`src/rtl/motor_model_qep_gen.sv`:
```
// motor_model_qep_gen: emulates a quadrature encoder that tracks a motor-model rotor angle with rate-limited count steps.
module motor_model_qep_gen #(
  parameter int P_CNT_BITS = 12,
  parameter int P_MIN_GAP  = 8,
  parameter int P_MAX_LAG  = 64
) (
  input  logic                  clk,
  input  logic                  rst,
  input  logic [15:0]           i_Theta_one_turn_k,
  input  logic                  i_enable,
  input  logic                  i_clr_err,
  output logic                  o_QEP_A,
  output logic                  o_QEP_B,
  output logic                  o_QEP_I,
  output logic [P_CNT_BITS-1:0] o_count,
  output logic                  o_busy,
  output logic                  o_lag_err
);
  localparam int N = P_CNT_BITS;
  localparam logic [N-1:0] ONE = 1;
  localparam logic [N-1:0] HALF = {1'b1, {(N-1){1'b0}}};
  logic [15:0] theta_q;
  logic [N-1:0] count, target, diff, diff_neg, mag, count_nxt;
  logic [7:0] gap;
  logic up, step, wrap, lag_set, unused_theta;
  assign target = theta_q[15 -: N];
  assign diff = target - count;
  assign diff_neg = -diff;
  // Half a turn is ambiguous in sign; resolve it as forward motion.
  assign up = !diff[N-1] || diff == HALF;
  assign mag = diff[N-1] ? diff_neg : diff;
  assign lag_set = 32'(mag) > P_MAX_LAG;
  assign step = i_enable && gap == 8'd0 && diff != '0;
  assign wrap = up ? &count : count == '0;
  assign count_nxt = step ? (up ? count + ONE : count - ONE) : count;
  assign o_busy = diff != '0;
  assign o_count = count;
  assign unused_theta = ^theta_q;
  always_ff @(posedge clk or posedge rst) begin
    if (rst) begin
      theta_q   <= '0;
      count     <= '0;
      gap       <= '0;
      o_QEP_A   <= 1'b0;
      o_QEP_B   <= 1'b0;
      o_QEP_I   <= 1'b0;
      o_lag_err <= 1'b0;
    end else begin
      theta_q   <= i_Theta_one_turn_k;
      count     <= count_nxt;
      gap       <= step ? 8'(P_MIN_GAP - 1) : (gap != 8'd0 ? gap - 8'd1 : gap);
      o_QEP_A   <= count_nxt[0] ^ count_nxt[1];
      o_QEP_B   <= count_nxt[1];
      o_QEP_I   <= step && wrap;
      o_lag_err <= lag_set || (o_lag_err && !i_clr_err);
    end
  end
endmodule
```
`config.mk`:
```
export PLATFORM = sky130hd
export DESIGN_NAME = motor_model_qep_gen
export DESIGN_NICKNAME = d
export VERILOG_FILES = /design/src/rtl/motor_model_qep_gen.sv
export SDC_FILE = /design/constraint.sdc
export NUM_CORES = 1
export LEC_CHECK = 0
export CORE_ASPECT_RATIO = 0.7
export CORE_MARGIN = 1.5
export CORE_UTILIZATION = 40
export CTS_BUF_LIST = sky130_fd_sc_hd__clkbuf_16
export DETAILED_ROUTE_END_ITERATION = 10
export DONT_BUFFER_PORTS = 1
export HOLD_SLACK_MARGIN = 0.1
export PLACE_DENSITY = 0.57
export SKIP_LAST_GASP = 1
export SYNTH_ARGS = -nofsm -noshare
export SYNTH_HDL_FRONTEND = slang
export SYNTH_SLANG_ARGS = --single-unit
```
`constraint.sdc`:
```
create_clock -name clk -period 5.4 [get_ports clk]
set_input_delay 1.08 -clock clk [delete_from_list [all_inputs] [get_ports clk]]
set_output_delay 1.08 -clock clk [all_outputs]
set_load 0.02 [all_outputs]
```
## Yosys cells after proc, flatten, opt, wreduce, memory -nomap -nowiden

Cells that the tools add are included.

| storage, ports and cells | value |
|---|---|
| bits in registers | 40 |
| input port bits | 20 |
| output and inout port bits | 17 |
| logic and storage cells | 36 |

| operators by class | value |
|---|---|
| add/sub/neg operators | 5 |
| order comparisons | 1 |
| equality and inequality tests | 1 |
| multiplexer cells | 6 |
| bitwise gates (word level) | 1 |
| reductions and logical operators | 14 |

Operators by type and width:

| cell | count |
|---|---|
| $mux W12 | 2 |
| $mux W8 | 2 |
| $add A12 B1 Y12 const B | 1 |
| $eq A12 B12 Y1 const B | 1 |
| $gt A12 B7 Y1 const B | 1 |
| $logic_not A12 Y1 | 1 |
| $neg A12 Y12 | 1 |
| $reduce_and A12 Y1 | 1 |
| $reduce_bool A12 Y1 | 1 |
| $sub A12 B1 Y12 const B | 1 |
| $sub A12 B12 Y12 | 1 |
| $logic_not A8 Y1 | 1 |
| $reduce_bool A8 Y1 | 1 |
| $sub A8 B1 Y8 const B | 1 |
| $logic_and A1 B1 Y1 | 4 |
| $logic_not A1 Y1 | 2 |
| $logic_or A1 B1 Y1 | 2 |
| $mux W2 | 1 |
| $reduce_bool A2 Y1 | 1 |
| $mux W1 | 1 |
| $xor A1 B1 Y1 | 1 |

## Logic depth before layout (Yosys ltp)

Gate-level depths: netlist (run 1).

| depth | value |
|---|---|
| word-level depth | 6 |
| mapped depth | 20 |
| mapped depth without buffers | 19 |

## Least setup slack after synthesis (run 1)

No wires, ideal clock.

| path | value |
|---|---|
| path type | register to register |
| start | register count[4], in the netlist o_count[4] |
| end | register count[10], in the netlist o_count[10] |
| library setup time | 0.125 ns |
| data arrival time | 4.272 ns |
| slack | 1.003 ns |
| stages on the path, launching flop included | 19 |
| path through | dfrtp_1 -> inv_1 -> ha_1 -> buf_6 -> a21o_4 -> o21a_1 -> a311oi_1 -> nand3_1 -> nor3_1 -> and3_1 -> nor2_1 -> fa_1 -> a21o_1 -> a21oi_1 -> o21ai_0 -> o41ai_1 -> o21ai_0 -> xnor2_1 -> mux2i_1 |

| on the way | value |
|---|---|
| cells in the longest elaborated chain, start to end | 4 |
| elaborated cells on any way between the ends | 9 |

RTL lines:

| item | line | source |
|---|---|---|
| start: declaration | 23 | `logic [N-1:0] count, target, diff, diff_neg, mag, count_nxt;` |
| start signal: assignment | 50 | `count <= count_nxt;` |
| $sub A12 B12 Y12 | 27 | `assign diff = target - count;` |
| $eq A12 B12 Y1 / $logic_not A1 Y1 (equally long branches) | 30 | `assign up = !diff[N-1] \|\| diff == HALF;` |
| $logic_or A1 B1 Y1 | 30 |  |
| $mux W12 | 35 | `assign count_nxt = step ? (up ? count + ONE : count - ONE) : count;` |

Several ways; a longest one is shown, not always the timed one.
A chain may end at the register's enable or synchronous reset.

## Final worst setup path (run 1)

| path | value |
|---|---|
| start | register count[3], in the netlist o_count[3] |
| end | register count[11], in the netlist o_count[11] |

The elaborated chain is that of the path after synthesis.

==> impl_metrics.toml, run 1 <==
[grt]
overflow = 0
first_global_vias = 2222
gr-usage-met1 = 0.275
grt_antenna_before_repair = 0
use_met3 = 0.0461
grt.total_usage = 0.190
grt_pass1_wl_mm = 11.3
met2_usage = 0.283
grt_max_degree = 36
busiest_layer = "met2"

[synth]
synth_top_family_by_area = "compound AO/OA/AOI/OAI gates"
synth.distinct_cells = 60
synth_fa_ha_area_frac = 0.118
avgSynthCellArea_um2 = 8.87
synth_seq_cells = 35
yosys.area_share.simple = 0.209
synth_xor_area_frac = 0.0675
synth-edff-count = 0
synth_nets = 367
ys.flop_type = "dfrtp_1"
yosys_warnings = 0
seq_area_frac_synth = 0.307
synth.area.mux_share = 0.0359
synth_area_mm2 = 0.00286
synth-async-reset-ratio = 1.00
synth_compound_area_frac = 0.215
syn_inst = 322

[min_path]
hp-class = "reg2reg"
whs_path_depth = 1
min-delay-start = "gap[4]"
hold_path_end = "gap[4]"

[die]
fp.dieW_um = 104
die_height_um = 73.7
core_mm2 = 0.00682
dieArea_mm2 = 0.00766
rows = 25
ios = 37
start_util = 0.419

[sta]
final.setup_skew_ps = 6.27
rsz0062_at_grt = "no"
fin_crit_sh = 0.935
finalSetupViolCount = 0
maxSlewHeadroom = 0.432
hold_violations = 0
final.min_clock_period_ps = 5050
setup_tns_ps = 0
drv_slew = 0
max_freq_mhz = 198
tightestPinTransition_ps = 850

[detailed_routing]
wirelength_mm = 6.84
routedWlPerCell_um = 16.1
first_iter_violations = 124
vias = 2349
dr.pass1.iters = 4
drc_errors = 0
ant_nets = 0
via_per_inst = 5.54

[clock_network]
cts_root_buffer = "clkbuf_16"
clk_pin_slew_ps = 60
post-cts-setup-buffers = 0
worstSkewPairLatency_ps = 290
clock_sinks = 35
cts.path.max_buffers = 2
cts_hold_buf = 0
htreeDepth = 2
cts_made_buffers = 5
cts_tree = "built"

[worst_setup_path]
slowest_stage = "dfrtp_1"
r2r_end = "o_count[11]"
critPathLaunchType = "flip-flop"
r2r_cells = 18
critical_path_class = "reg2reg"
cp.required_ps = 5620
end_kind = "flip-flop"
max_stage_delay_ps = 540
cp_max_fo = 11
r2r_setup_slack_ps = 350
cp_cell_sequence = "inv_1, ha_1, o211a_1, a21bo_2, a21oi_1, a21oi_2, a211oi_1, and3_1, nor2_2, ha_1, a211oi_1, o21ai_0, a31oi_1, a21oi_1, or4_1, a32oi_1, a311oi_1, nand3_1"
cp_num_buf_inv = 1
cpLargestDelayFamily = "compound AO/OA/AOI/OAI gates"
arrival_ps = 5270
rr_startpoint = "o_count[3]"

[cells_and_area]
final_cell_mix = "dfrtp_1 (35), ha_1 (23), nor2_1 (22), nand2_1 (22)"
drive_gt1_frac = 0.0939
nets = 374
nFillCells = 701
mostFrequentLayoutCell = "dfrtp_1"
syn_to_final_growth_pct = 10.8
fin_area_mm2 = 0.00316
diodes = 0

[placement]
gp_congestion = 0.879
dpl_cell_area_mm2 = 0.00299
dp_hpwl_mm = 5.24
placement.io_buffers = 0

[run]
maxCapViolations = 0

[outcome]
status = "finished, final reports clean"
## worst reg2reg max path, stage by stage (launching register included)
cell      delay (ps)
dfrtp_1          540
inv_1            160
ha_1             450
o211a_1          190
a21bo_2          250
a21oi_1          330
a21oi_2           70
a211oi_1         420
and3_1           380
nor2_2           180
ha_1             340
a211oi_1         290
o21ai_0          220
a31oi_1          230
a21oi_1          180
or4_1            430
a32oi_1          180
a311oi_1          70
nand3_1           80
## synthesized netlist by cell type (2+ instances only)
cell	number	area share
o211a_1	2	0.0070
o22ai_1	3	0.0066
or3_1	5	0.011
mux2_2	2	0.0079
nor4_1	3	0.0066
a211oi_1	6	0.016
nor2_1	23	0.030
o21a_1	3	0.0079
clkbuf_1	4	0.0053
a21o_1	7	0.018
fa_1	2	0.014
inv_1	19	0.025
or2_2	3	0.0066
nand4_1	8	0.018
o211ai_1	2	0.0053
nor3_1	13	0.023
and3_1	4	0.0088
a221oi_1	2	0.0061
a21oi_1	15	0.026
a311oi_1	2	0.0061
nand2b_1	4	0.0088
and2_1	3	0.0066
a21boi_0	2	0.0053
a2111oi_0	2	0.0061
o21ai_0	19	0.033
nand2_1	22	0.029
or4_1	2	0.0053
buf_2	2	0.0035
xor2_1	13	0.040
xnor2_1	9	0.028
nor2b_1	6	0.013
a31oi_1	5	0.011
dfrtp_1	35	0.31
buf_6	3	0.012
mux2i_1	8	0.028
ha_1	23	0.10
nand3_1	13	0.023
## how the worst max path moves through the flow
stage                     startpoint          end  slack [ps]  cells after the start
after floorplan           o_count[4]  o_count[10]        1000                     18
after global placement    o_count[3]  o_count[11]         240                     18
after detailed placement  o_count[3]  o_count[11]         210                     19
after CTS                 o_count[3]  o_count[11]         220                     18
after global routing      o_count[3]  o_count[11]          50                     19
final                     o_count[3]  o_count[11]         350                     18
## cell type report
type                            count  area (um^2)  area share
Multi-Input combinational cell    258         1860       0.587
Clock inverter                      3         42.5      0.0134
Sequential cell                    35          876       0.277
Tap cell                           94          118      0.0372
Inverter                           19         71.3      0.0225
Clock buffer                        5          125      0.0396
Timing Repair Buffer               10         75.1      0.0237
## flip-flops by register name, summed over array words and instances (netlist names)
register / cells
o_lag_err: 1
theta_q: 12
gap: 8
o_QEP_I: 1
o_QEP_A: 1
o_count: 12
## routing by layer
metal	vias up	part of all wire
li1	1199	-
met1	1091	0.51
met2	52	0.41
met3	7	0.064
met4	0	0.012
met5	-	0
## repair_timing
action / in CTS / in global routing
setup endpoints to repair: 0 / 2
gates resized for setup: 0 / 1
hold endpoints to repair: 0 / 0
## logic make-up (layout without fill, tap and decap cells)
family,count (synthesis),in the layout
xor+xnor,22,22
compound gates,85,85
buf+inv,29,37
mux,10,10
simple gates,115,115
fa+ha+maj,26,26
flops,35,35
## per-stage QoR
stage | std cells | setup slack [ps] | utilization | hold slack [ps]
after floorplan | 322 | 1000 | - | 461
after global placement | 416 | 245 | 0.439 | 482
after detailed placement | 416 | 214 | 0.439 | 483
after CTS | 424 | 218 | 0.463 | 495
after global routing | 424 | 47.8 | 0.464 | 504
final | 424 | 352 | 0.464 | 490
Power of run 1 is left out: the tool's default activity adds up to more than one toggle a clock period on the data nets, which glitch-free logic cannot reach.
==> run 2: changes to the inputs <==
--- a/config.mk
+++ b/config.mk
@@ -11,6 +11,7 @@
 export CTS_BUF_LIST = sky130_fd_sc_hd__clkbuf_16
 export DETAILED_ROUTE_END_ITERATION = 10
 export DONT_BUFFER_PORTS = 1
+export GPL_ROUTABILITY_DRIVEN = 0
 export HOLD_SLACK_MARGIN = 0.1
 export PLACE_DENSITY = 0.57
 export SKIP_LAST_GASP = 1
==> results of run 2 <==
No change in the layout: final DEF, timing and power equal those of run 1.
Power of run 2 is left out for the same reason.
